File: src/rtl/audio_pkg.sv
// Shared constants and FSM state type for the audio burst reader.
package audio_pkg;

  localparam int unsigned AUDIO_ADDR_W     = 19;
  localparam int unsigned AUDIO_DATA_W     = 32;
  localparam int unsigned AUDIO_BURST_MAX  = 8;
  localparam int unsigned AUDIO_FIFO_DEPTH = 16;
  localparam int unsigned AUDIO_BCNT_W     = 4;

  typedef enum logic [1:0] {
    ST_IDLE,
    ST_ISSUE,
    ST_DRAIN,
    ST_FLUSH
  } state_t;

endpackage

File: src/rtl/audio_sample_fifo.sv
// Show-ahead sample FIFO with registered head word and free-slot count.
// Ports: clk/rst_n, clr (synchronous flush), wr_en/wr_data (push),
//        rd_en (pop head), rd_data/valid (registered head), free (empty slots).
module audio_sample_fifo #(
  parameter int unsigned DATA_W = 32,
  parameter int unsigned DEPTH  = 16
) (
  input  logic                     clk,
  input  logic                     rst_n,
  input  logic                     clr,
  input  logic                     wr_en,
  input  logic [DATA_W-1:0]        wr_data,
  input  logic                     rd_en,
  output logic [DATA_W-1:0]        rd_data,
  output logic                     valid,
  output logic [$clog2(DEPTH):0]   free
);

  localparam int unsigned PTR_W = $clog2(DEPTH);
  localparam int unsigned CNT_W = PTR_W + 1;

  logic [DATA_W-1:0] mem [DEPTH];
  logic [PTR_W-1:0]  wr_ptr;
  logic [PTR_W-1:0]  rd_ptr;
  logic [CNT_W-1:0]  cnt;
  logic              do_wr;
  logic              do_rd;
  logic [PTR_W-1:0]  rd_ptr_n;
  logic [CNT_W-1:0]  cnt_n;
  logic [DATA_W-1:0] head_n;

  // A pop frees a slot, so a push into a full FIFO is accepted alongside it.
  assign do_rd = rd_en && (cnt != '0);
  assign do_wr = wr_en && ((cnt != CNT_W'(DEPTH)) || do_rd);
  assign free  = CNT_W'(DEPTH) - cnt;

  // Next head: the incoming word when the FIFO would otherwise be empty.
  always_comb begin
    rd_ptr_n = rd_ptr + PTR_W'(do_rd);
    cnt_n    = cnt + CNT_W'(do_wr) - CNT_W'(do_rd);
    head_n   = '0;
    if (cnt_n != '0) begin
      head_n = ((cnt - CNT_W'(do_rd)) == '0) ? wr_data : mem[rd_ptr_n];
    end
  end

  // Storage array, no reset needed: the head register masks stale contents.
  always_ff @(posedge clk) begin
    if (do_wr) mem[wr_ptr] <= wr_data;
  end

  // Pointers, occupancy and registered head.
  always_ff @(posedge clk or negedge rst_n) begin
    if (!rst_n) begin
      wr_ptr  <= '0;
      rd_ptr  <= '0;
      cnt     <= '0;
      rd_data <= '0;
      valid   <= 1'b0;
    end else if (clr) begin
      wr_ptr  <= '0;
      rd_ptr  <= '0;
      cnt     <= '0;
      rd_data <= '0;
      valid   <= 1'b0;
    end else begin
      if (do_wr) wr_ptr <= wr_ptr + PTR_W'(1);
      rd_ptr  <= rd_ptr_n;
      cnt     <= cnt_n;
      rd_data <= head_n;
      valid   <= (cnt_n != '0);
    end
  end

endmodule

File: src/rtl/audio_burst_reader.sv
// Avalon-MM burst read master streaming a clip of audio words into a sample FIFO.
// Ports: clk_clk/reset_reset_n; start/abort/loop_en/start_addr/length control,
//        busy/done status; avm_* pipelined burst read master; sample_* stream out.
module audio_burst_reader
  import audio_pkg::*;
#(
  parameter int unsigned ADDR_W     = AUDIO_ADDR_W,
  parameter int unsigned DATA_W     = AUDIO_DATA_W,
  parameter int unsigned BURST_MAX  = AUDIO_BURST_MAX,
  parameter int unsigned FIFO_DEPTH = AUDIO_FIFO_DEPTH
) (
  input  logic                    clk_clk,
  input  logic                    reset_reset_n,
  input  logic                    start,
  input  logic                    abort,
  input  logic                    loop_en,
  input  logic [ADDR_W-1:0]       start_addr,
  input  logic [ADDR_W-1:0]       length,
  output logic                    busy,
  output logic                    done,
  output logic [ADDR_W-1:0]       avm_address,
  output logic                    avm_read,
  output logic [AUDIO_BCNT_W-1:0] avm_burstcount,
  input  logic                    avm_waitrequest,
  input  logic [DATA_W-1:0]       avm_readdata,
  input  logic                    avm_readdatavalid,
  output logic [DATA_W-1:0]       sample_data,
  output logic                    sample_valid,
  input  logic                    sample_ready
);

  localparam int unsigned FREE_W = $clog2(FIFO_DEPTH) + 1;
  localparam int unsigned BCNT_W = AUDIO_BCNT_W;

  state_t             state;
  logic [ADDR_W-1:0]  cur_addr;
  logic [ADDR_W-1:0]  remaining;
  logic [ADDR_W-1:0]  base_addr;
  logic [ADDR_W-1:0]  base_len;
  logic [BCNT_W-1:0]  beats_left;
  logic               loop_r;
  logic               aborting;

  logic [BCNT_W-1:0]  burst_n;
  logic [FREE_W-1:0]  fifo_free;
  logic               fifo_empty;
  logic               fifo_wr;
  logic               fifo_rd;
  logic               fifo_clr;
  logic               accept;
  logic               last_beat;

  function automatic logic [BCNT_W-1:0] burst_size(input logic [ADDR_W-1:0] words);
    return (words >= ADDR_W'(BURST_MAX)) ? BCNT_W'(BURST_MAX) : words[BCNT_W-1:0];
  endfunction

  assign burst_n    = burst_size(remaining);
  assign fifo_empty = (fifo_free == FREE_W'(FIFO_DEPTH));
  assign accept     = (state == ST_ISSUE) && avm_read && !avm_waitrequest;
  assign last_beat  = (state == ST_DRAIN) && avm_readdatavalid && (beats_left == BCNT_W'(1));
  // Beats of an aborted burst are still counted but never stored.
  assign fifo_wr    = (state == ST_DRAIN) && avm_readdatavalid && !aborting && !abort;
  assign fifo_rd    = sample_valid && sample_ready;
  assign fifo_clr   = ((state == ST_ISSUE) && abort && !accept) ||
                      ((state == ST_FLUSH) && abort) ||
                      (last_beat && (aborting || abort));

  audio_sample_fifo #(
    .DATA_W (DATA_W),
    .DEPTH  (FIFO_DEPTH)
  ) u_fifo (
    .clk     (clk_clk),
    .rst_n   (reset_reset_n),
    .clr     (fifo_clr),
    .wr_en   (fifo_wr),
    .wr_data (avm_readdata),
    .rd_en   (fifo_rd),
    .rd_data (sample_data),
    .valid   (sample_valid),
    .free    (fifo_free)
  );

  // Clip sequencing: burst issue, beat counting, looping, flush and abort.
  always_ff @(posedge clk_clk or negedge reset_reset_n) begin
    if (!reset_reset_n) begin
      state          <= ST_IDLE;
      cur_addr       <= '0;
      remaining      <= '0;
      base_addr      <= '0;
      base_len       <= '0;
      beats_left     <= '0;
      loop_r         <= 1'b0;
      aborting       <= 1'b0;
      busy           <= 1'b0;
      done           <= 1'b0;
      avm_read       <= 1'b0;
      avm_address    <= '0;
      avm_burstcount <= '0;
    end else begin
      done <= 1'b0;
      case (state)
        ST_IDLE: begin
          if (start && !abort) begin
            if (length == '0) begin
              done <= 1'b1;
            end else begin
              cur_addr  <= start_addr;
              remaining <= length;
              base_addr <= start_addr;
              base_len  <= length;
              loop_r    <= loop_en;
              aborting  <= 1'b0;
              busy      <= 1'b1;
              state     <= ST_ISSUE;
              // First request goes out directly so start->read is one cycle.
              if (fifo_free >= FREE_W'(burst_size(length))) begin
                avm_read       <= 1'b1;
                avm_address    <= start_addr;
                avm_burstcount <= burst_size(length);
              end
            end
          end
        end
        ST_ISSUE: begin
          if (accept) begin
            avm_read   <= 1'b0;
            cur_addr   <= cur_addr + ADDR_W'(avm_burstcount);
            remaining  <= remaining - ADDR_W'(avm_burstcount);
            beats_left <= avm_burstcount;
            aborting   <= abort;
            state      <= ST_DRAIN;
          end else if (abort) begin
            avm_read <= 1'b0;
            done     <= 1'b1;
            busy     <= 1'b0;
            state    <= ST_IDLE;
          end else if (!avm_read && (fifo_free >= FREE_W'(burst_n))) begin
            avm_read       <= 1'b1;
            avm_address    <= cur_addr;
            avm_burstcount <= burst_n;
          end
        end
        ST_DRAIN: begin
          if (abort) aborting <= 1'b1;
          if (avm_readdatavalid) begin
            beats_left <= beats_left - BCNT_W'(1);
            if (beats_left == BCNT_W'(1)) begin
              if (aborting || abort) begin
                aborting <= 1'b0;
                done     <= 1'b1;
                busy     <= 1'b0;
                state    <= ST_IDLE;
              end else if (remaining != '0) begin
                state <= ST_ISSUE;
              end else if (loop_r) begin
                cur_addr  <= base_addr;
                remaining <= base_len;
                state     <= ST_ISSUE;
              end else begin
                state <= ST_FLUSH;
              end
            end
          end
        end
        ST_FLUSH: begin
          if (abort || fifo_empty) begin
            done  <= 1'b1;
            busy  <= 1'b0;
            state <= ST_IDLE;
          end
        end
        default: state <= ST_IDLE;
      endcase
    end
  end

endmodule

File: config.mk
export PLATFORM = sky130hd
export DESIGN_NAME = audio_burst_reader
export DESIGN_NICKNAME = d
export VERILOG_FILES = /design/src/rtl/audio_pkg.sv /design/src/rtl/audio_sample_fifo.sv /design/src/rtl/audio_burst_reader.sv
export SDC_FILE = /design/constraint.sdc
export NUM_CORES = 1
export LEC_CHECK = 0
export ABC_AREA = 1
export CAP_MARGIN = 20
export CORE_MARGIN = 1.5
export CORE_UTILIZATION = 50
export CTS_BUF_LIST = sky130_fd_sc_hd__clkbuf_2
export CTS_CLUSTER_SIZE = 25
export DETAILED_ROUTE_END_ITERATION = 12
export PLACE_DENSITY_LB_ADDON = 0.3
export SYNTH_ARGS = -nofsm -noshare
export SYNTH_HDL_FRONTEND = slang
export SYNTH_SLANG_ARGS = --single-unit
File: constraint.sdc
create_clock -name clk_clk -period 4.4 [get_ports clk_clk]
set_input_delay 1.1 -clock clk_clk [delete_from_list [all_inputs] [get_ports clk_clk]]
set_output_delay 1.1 -clock clk_clk [all_outputs]
set_load 0.03 [all_outputs]
---- Word-level counts from Yosys, hierarchy flattened ----
Memories as Yosys holds them, arrays and structs flattened.
Cells that the tools add are included.
storage, ports and cells
  flip-flop bits (word level) ............. 156
  bits in latches ......................... 0
  bits in writable memories ............... 512
  memory bits (read-only) ................. 0
  logic and storage cells ................. 190
  memories kept ........................... 1
cells by class
  add/sub/neg operators ................... 9
  multiply operators ...................... 0
  divide/modulo/power cells ............... 0
  magnitude comparators ................... 4
  equality and inequality tests ........... 23
  shift operators ......................... 0
  multiplexer cells ....................... 91
  bitwise operators ....................... 1
  reductions and logical operators ........ 43
memories
  name        words  width  rd ports  clocked after Yosys merged registers in  wr ports  line                     source
  u_fifo.mem  16     32     1         0                                        1         audio_sample_fifo.sv:22  logic [DATA_W-1:0] mem [DEPTH];
operator list
  kind                   number
  $mux W19               22
  $pmux W19 S3           2
  $mux W32               3
  $mux W4                13
  $ge A19 B4 Y1 const B  2
  $pmux W19 S2           1
  $mux W1                32
  $ne A2 B2 Y1 const B   12
  $mux W2                10
  $add A19 B4 Y19        1
  $logic_not A19 Y1      1
  $reduce_bool A19 Y1    1
  $sub A19 B4 Y19        1
  $pmux W4 S2            2
  $logic_and A1 B1 Y1    15
  $ge A5 B4 Y1           2
  $reduce_bool A5 Y1     2
  $sub A5 B1 Y5          2
  $reduce_and A9 Y1      1
  $pmux W1 S4            2
  $pmux W2 S4            1
  $reduce_and A8 Y1      1
  $reduce_and A7 Y1      1
  $ne A2 B1 Y1 const B   3
  26 further kinds       38

---- Longest topological paths before layout ----
Gate-level depths: netlist of the first run.
  depth after elaboration ................. 10
  mapped depth ............................ 17
  gate-level depth less buffers ........... 16

---- Hierarchy ----
A second synthesis of the first run with hierarchy kept.
unflattened totals
  cell total of the unflattened synthesis .. 2988
  area, all modules ....................... 30177.7 sq um
by module, submodules not included
  module              times used  cells an instance  area each (sq um)
  audio_sample_fifo   1           1918               23012.1
  audio_burst_reader  1           1070               7165.6

---- Least setup slack after synthesis of the first run ----
No wires, ideal clock.
  path kind ............................... input to register
  start ................................... input abort
  end ..................................... memory u_fifo.mem[11][0] (enable)
  data arrival time ....................... 3925 ps
  data required time ...................... 3939 ps
  slack ................................... 13 ps
  cell stages on the path ................. 7
  path buffers ............................ 0
  cell sequence ........................... nor2_1 -> inv_1 -> nor2_1 -> nand2_1 -> nor2_1 -> inv_1 -> nor3_1
on the way
  longest elaborated chain between the ends .. 5
RTL lines
  element                        line                      source
  start, declared                audio_burst_reader.sv:15  input logic abort,
  $logic_not A1 Y1               audio_burst_reader.sv:62  assign fifo_wr = (state == ST_DRAIN) && avm_readdatavalid && !aborting && !abort;
  $logic_and A1 B1 Y1            audio_burst_reader.sv:62
  $logic_and A1 B1 Y1            audio_sample_fifo.sv:34   assign do_wr = wr_en && ((cnt != CNT_W'(DEPTH)) || do_rd);
  $mux W1                        audio_sample_fifo.sv:49   if (do_wr) mem[wr_ptr] <= wr_data;
  $mux W1 (implied by the code)  audio_sample_fifo.sv:49
  end, declared                  audio_sample_fifo.sv:22
No other way between the ends.

---- Worst setup path after layout of the first run ----
  start ................................... register avm_burstcount[1]
  end ..................................... output avm_burstcount[1]
RTL lines
  element                 line                       source
  start, declared         audio_burst_reader.sv:23   output logic [AUDIO_BCNT_W-1:0] avm_burstcount,
  start signal, assigned  audio_burst_reader.sv:119  avm_burstcount <= burst_size(length);
  start signal, assigned  audio_burst_reader.sv:140  avm_burstcount <= burst_n;
No word-level cell between the ends.

==> impl_metrics.ini, run 1 <==
[detailed_routing]
detail_route.wl_per_cell_um = 19.28
detailedRoute.firstIterationViolations = 1883
detail_route.vias_per_cell = 5.559
drc_errors = 0
route.final.wire_length_um = 78170
drt_pass1_iterations = 7
detail-route-antenna-nets = 0
via_total_after_detailed_routing = 22540

[yosys]
synth.most_common_cell = nand2_1
ys_ff_latch = 668
synth.lib_cells_used.distinct = 40
synth_sequential_area_ratio_pct = 64.98
yosysTopAreaCellShare_pct = 51.82
muxShareOfSynthArea_pct = 0.03796
synth_simple_gate_area_share_pct = 24.49
syn-num-nets = 3058
synthXorXnorAreaFrac_pct = 0.3796
adder_and_majority_gate_portion_of_the_synthesized_area_pct = 1.889
synth_top_area_cell = edfxtp_1
synth_warnings = 0
synth_async_sr_flop_share_pct = 23.35
synth_compound_gate_area_share_pct = 3.859
synthesis.instances = 2937
post_synth.cell_area_avg_um2 = 10.10
synth_top_family_by_area = simple AND/OR/NAND/NOR gates
synth_edf_count = 512
netlist_area_um2 = 29670
synth_area_leaders = edfxtp_1 52%, dfrtp_1 13%, nand2_1 12%
synth_top_cells_by_count = 909 x nand2_1, 554 x nand3_1, 512 x edfxtp_1, 156 x dfrtp_1, 145 x nor2_1
yosys_most_used_dff = edfxtp_1

[place]
place_inst = 3746
gp_routability_congestion = 0.8923
post-dp-hpwl_um = 43530
place_area_um2 = 32270
place.port_buffers = 136

[global_routing]
grt_pass1_vias = 22270
pin_count_of_the_biggest_net_entering_global_routing = 96
number_of_antenna_violations_at_the_first_check_in_global_routing = 6
grt_util_met3_pct = 5.294
global_route.usage.total_pct = 26.26
grt_pass1_wl_um = 121500
gr-usage-met2_pct = 43.10
global_route.usage.met1_pct = 33.58
globalRoute.busiestLayer = met2
globalRoute.totalOverflow = 0

[flow_run]
cap_violations = 0

[floorplan]
fp-row-count = 89
num_io_pins = 137
die_x_um = 246.6
die_height_um = 246.6
initial_utilization_pct = 50.46
core_um2 = 58800
dieArea_um2 = 60800

[hold_path]
hold_class = input port to asynchronous set/reset pin

[final_layout]
stdcell_area_um2 = 33840
layout.cells.non_filler = 4055
layout-drive-gt1-share_pct = 11.24
final_util_pct = 57.55
finish.net_count = 3263
fill_cells = 5044
area_delta_synth_final_pct = 14.05

[worst_setup_path]
critical_path_peak_fanout = 6
endpoint_kind = output pin
critical_path_depth = 1
crit_family = buffers and inverters
timing.critical_path.slowest_cell_delay_ns = 0.76
r2r_setup_slack_ns = 0.76
slowest_stage = clkdlybuf4s50_1
reg2regPathDepth = 17
arrival_worst_endpoint_ns = 2.70
series_of_cell_instances_along_the_critical_path = clkdlybuf4s50_1
regToRegEndpoint = avm_address[6]$_DFFE_PN0P_
crit_start = avm_burstcount[1]$_DFFE_PN0P_
worst_setup_path_start_kind = register
required_ns = 3.30
timing.setup.critical_path_class = register to output pin
timing.rr.start = remaining[10]$_DFFE_PN0P_
critical_path.n_buffers_inverters = 1

[outcome]
run_status = finished, final reports clean

[clock_network]
cts_post_setup_buffers_inserted = 0
cts-root-to-sink-buffers = 3
worstSkewPairLatency_ns = 1.42
cts_root_buf = clkbuf_2
clock_tree_from_tritoncts = yes
clock_tree.htree_level_count = 4
clock-sinks = 668
ctsResizeCount = 0
clock_buffers_created_by_tritoncts = 165
cts.clk_slew.worst_paths_ns = 0.11

[sta]
slew-limit-headroom_pct = 36.64
timing.setup.tns_ns = 0
unrepaired_setup_endpoints_after_global_routing = no
post-route-period-util_pct = 86.30
timing.final.crit_period_ns = 3.797
setup_viol_count_final = 0
drv_slew = 0
maxClockFrequency_mhz = 263.4
report.final.hold_viol_count = 0
worstMarginPinSlew_ns = 0.9458
clock-skew-final_ns = 0.1491

[power]
power_per_cell_area_nw_per_um2 = 686.4
total_leakage_power_nw = 13.66
total_power_w = 0.02323
maximum_vdd_drop_mv = 0.5850
[routing by layer]
metal	share of wire, %	vias to the layer above
met5	0.029	-
met4	3.3	4
met3	8.0	197
met2	48	1000
met1	41	10760
li1	-	10590
[report_power, final]
group / switching (W) / total, W / internal (W)
Sequential: 0.000552 / 0.00808 / 0.00752
Clock: 0.00253 / 0.00412 / 0.00159
Combinational: 0.00741 / 0.0110 / 0.00362
[stage by stage]
step / setup WS (ns) / hold slack (ns)
after floorplan: 0.01337 / 0.4533
after global placement: 0.3041 / 0.4559
after detailed placement: 0.2526 / 0.4593
after CTS: 0.5031 / 0.1852
after global routing: 0.3594 / 0.2382
final: 0.6029 / 0.2859
[cells by family (layout without fill, tap and decap cells)]
| logic type | after synthesis | in the layout |
|---|---|---|
| DFF | 668 | 668 |
| other | 0 | 9 |
| xor gates and xnor gates | 12 | 12 |
| adders and majority gates | 43 | 43 |
| buffers and inverters | 312 | 648 |
| muxes | 1 | 1 |
| AOI/OAI and AO/OA | 203 | 203 |
| and+or+nand+nor | 1698 | 1698 |
[registers in the layout, summed over array words and instances (netlist names)]
register	cells
busy	1
base_addr	19
u_fifo.cnt	5
aborting	1
avm_burstcount	4
cur_addr	19
base_len	19
state	2
u_fifo.rd_ptr	4
remaining	19
beats_left	4
avm_read	1
u_fifo.mem	512
avm_address	19
u_fifo.valid	1
u_fifo.wr_ptr	4
u_fifo.rd_data	32
done	1
loop_r	1
[cells in the final DEF, fill, tap and decap left out, types with 29 or more instances in the layout]
cell type	n
buf_12	29
buf_4	32
a21oi_1	51
o21ai_0	105
nand2_1	908
ha_1	37
inv_1	143
clkdlybuf4s50_1	135
clkinv_1	37
nand3_1	553
dfrtp_1	156
nand4_1	39
nor3_1	36
clkbuf_2	247
edfxtp_1	512
nor2_1	130
[worst max path at each step]
stage	endpoint	slack, ns
2_1_floorplan	u_fifo.mem[11][0]$_DFFE_PP_	0.01
3_3_place_gp	u_fifo.rd_data[8]$_DFF_PN0_	0.30
3_5_place_dp	u_fifo.rd_data[13]$_DFF_PN0_	0.25
4_1_cts	avm_burstcount[1]	0.50
5_1_grt	avm_address[6]$_DFFE_PN0P_	0.36
6_report	avm_burstcount[1]	0.60
[layout make-up]
cell class	count	area, um2	share of cell area [%]
Inverter	151	574.3	1.697
Clock inverter	51	284.0	0.8394
Multi-Input combinational cell	1957	9265	27.38
Clock buffer	247	1236	3.653
Antenna cell	9	22.52	0.06656
Timing Repair Buffer	199	2208	6.527
Tap cell	773	967.2	2.858
Sequential cell	668	19280	56.98
[timing repair]
item,CTS,global route
endpoints found under the hold margin,64,0
endpoints found under the setup margin,0,0
hold buffers,1,0
[worst register-to-register path, cell delays in order (launching register included)]
cell,delay (ns)
dfrtp_1,0.45
nor2_1,0.18
nand2_1,0.12
nor2_1,0.12
nand2_1,0.13
nor2_1,0.20
inv_1,0.08
ha_1,0.34
nand2_1,0.08
nand2_1,0.05
a21oi_1,0.15
nand3_1,0.16
nand2_1,0.11
nand2_1,0.52
nand3_1,0.28
buf_4,0.32
nand2_1,0.10
nand2_1,0.07
Power figures use the tool's default switching activity.
==> run 2, diff against run 1 <==
--- a/config.mk
+++ b/config.mk
@@ -12,6 +12,7 @@
 export CTS_BUF_LIST = sky130_fd_sc_hd__clkbuf_2
 export CTS_CLUSTER_SIZE = 25
 export DETAILED_ROUTE_END_ITERATION = 12
+export HOLD_SLACK_MARGIN = 0.02
 export PLACE_DENSITY_LB_ADDON = 0.3
 export SYNTH_ARGS = -nofsm -noshare
 export SYNTH_HDL_FRONTEND = slang
==> results of run 2 <==
No change in the layout: final DEF, timing and power equal those of run 1.
==> run 3, diff against run 2 <==
--- a/config.mk
+++ b/config.mk
@@ -6,7 +6,6 @@
 export NUM_CORES = 1
 export LEC_CHECK = 0
 export ABC_AREA = 1
-export CAP_MARGIN = 20
 export CORE_MARGIN = 1.5
 export CORE_UTILIZATION = 50
 export CTS_BUF_LIST = sky130_fd_sc_hd__clkbuf_2
@@ -14,6 +13,7 @@
 export DETAILED_ROUTE_END_ITERATION = 12
 export HOLD_SLACK_MARGIN = 0.02
 export PLACE_DENSITY_LB_ADDON = 0.3
+export SKIP_LAST_GASP = 1
 export SYNTH_ARGS = -nofsm -noshare
 export SYNTH_HDL_FRONTEND = slang
 export SYNTH_SLANG_ARGS = --single-unit
==> run 3 against run 2 <==
  * Utilization hardly changed
  * Combinational power about the same
  * Clock skew fell by 0.0056 ns
  * Register-to-register slack about the same
  * Die area did not move
  * Largest cell class unchanged
  * Highest routed layer unchanged
==> impl_metrics.ini, run 3 (synthesis results as in run 1) <==
[floorplan]
num_io_pins = 137
die_x_um = 246.6
dieArea_um2 = 60800
initial_utilization_pct = 50.46
die_height_um = 246.6
core_um2 = 58800
fp-row-count = 89

[sta]
final_critical_path_setup_slack_ns = 0.6158
report.final.hold_viol_count = 0
slew-limit-headroom_pct = 21.83
setup_viol_count_final = 0
timing.setup.tns_ns = 0
timing.final.crit_period_ns = 3.784
finalHoldWorstSlack_ns = 0.2895
drv_slew = 0
worstMarginPinSlew_ns = 1.173
unrepaired_setup_endpoints_after_global_routing = no
maxClockFrequency_mhz = 264.3
post-route-period-util_pct = 86.00
clock-skew-final_ns = 0.1435

[final_layout]
final_util_pct = 57.52
largest_register_ffs = 512
layout_top_registers = u_fifo.mem x512, u_fifo.rd_data x32
finish.net_count = 3262
area_delta_synth_final_pct = 14.00
mostFrequentLayoutCell = nand2_1
fill_cells = 5043
registers.top_by_ff_count = u_fifo.mem
layout-drive-gt1-share_pct = 11.22
top_library_cells_by_usage_in_the_layout_fill_and_taps_aside = 908 x nand2_1, 553 x nand3_1, 512 x edfxtp_1

[worst_setup_path]
timing.critical_path.slowest_cell_delay_ns = 0.76
slowest_stage = clkdlybuf4s50_1
crit_family = buffers and inverters
critical_path_peak_fanout = 6
endpoint_kind = output pin
series_of_cell_instances_along_the_critical_path = clkdlybuf4s50_1
worst_setup_path_start_kind = register
timing.rr.start = remaining[10]$_DFFE_PN0P_
critical_path.n_buffers_inverters = 1
arrival_worst_endpoint_ns = 2.68
r2r_setup_slack_ns = 0.75
crit_start = avm_burstcount[1]$_DFFE_PN0P_
timing.setup.critical_path_class = register to output pin
required_ns = 3.30

[detailed_routing]
detailedRoute.firstIterationViolations = 1918
via_total_after_detailed_routing = 22530
detail_route.vias_per_cell = 5.557
route.final.wire_length_um = 78190
detail-route-antenna-nets = 0
drt_pass1_iterations = 6
detail_route.wl_per_cell_um = 19.29
drc_errors = 0

[clock_network]
clock-sinks = 668
cts-root-to-sink-buffers = 3
cts.clk_slew.worst_paths_ns = 0.09
clock_buffers_created_by_tritoncts = 165
clock_tree_from_tritoncts = yes
clock_tree.htree_level_count = 4
cts_root_buf = clkbuf_2
worstSkewPairLatency_ns = 1.42

[power]
power_per_cell_area_nw_per_um2 = 686.7
total_leakage_power_nw = 13.65
maximum_vdd_drop_mv = 0.5902
total_power_w = 0.02323

[flow_run]
cap_violations = 0

[global_routing]
grt_pass1_vias = 22270
global_route.usage.total_pct = 26.26
globalRoute.totalOverflow = 0
pin_count_of_the_biggest_net_entering_global_routing = 96
grt_pass1_wl_um = 121500
number_of_antenna_violations_at_the_first_check_in_global_routing = 6

[place]
pre_cts_setup_slack_ns = 0.2526
gp_routability_congestion = 0.8923
place.port_buffers = 136
post-dp-hpwl_um = 43530

[outcome]
run_status = finished, final reports clean

[hold_path]
hold_class = input port to asynchronous set/reset pin
-- run 3: changes by cell type in the layout (fill, tap and decap cells not counted) --
cell   change
buf_8      -1
-- run 3: timing repair --
action,in CTS,in global routing
hold buffers,1,0
setup buffers,0,0
hold endpoints to repair,64,0
gates resized for setup,0,0
-- run 3: through the flow --
step           cell area, um2  std cells
2_1_floorplan           29670       2937
3_3_place_gp            32270       3746
3_5_place_dp            32270       3746
4_1_cts                 33800       4045
5_1_grt                 33820       4054
6_report                33820       4054
-- run 3: worst paths after layout --
check | end | cells after the start
max in group asynchronous | remaining[3]$_DFFE_PN0P_ | 3
max reg2reg | avm_address[6]$_DFFE_PN0P_ | 17
max | avm_burstcount[1] | 1
min | base_len[10]$_DFFE_PN0P_ | 2
min in group clk_clk | loop_r$_DFFE_PN0P_ | 3
min reg2reg | avm_address[0]$_DFFE_PN0P_ | 2
-- run 3: power breakdown --
group          total, W  leakage [nW]  internal, W  switching (W)
Clock           0.00412          1.14      0.00159        0.00253
Sequential      0.00808          6.55      0.00752       0.000555
Combinational    0.0110          5.96      0.00361        0.00742
-- run 3: final cells by class --
| type | instances | area [um2] | area share, % |
|---|---|---|---|
| multi-input cells | 1957 | 9265 | 27.39 |
| clock buffers | 247 | 1236 | 3.655 |
| flip-flops and latches | 668 | 19280 | 57.00 |
| repair buffers | 198 | 2193 | 6.485 |
| inverters | 151 | 574.3 | 1.698 |
| clock inverters | 51 | 284.0 | 0.8398 |
| well taps | 773 | 967.2 | 2.860 |
| diodes | 9 | 22.52 | 0.06659 |
-- run 3: metal layers --
metal  vias up  share of wire (%)  track usage, %  wire [um]
met2       977                 48           43.10      37710
met5         -              0.029               0         23
met1     10790                 41           33.58      31970
li1      10580                  -               -          -
met4         4                3.1           12.09       2460
met3       184                7.7           5.294       6026
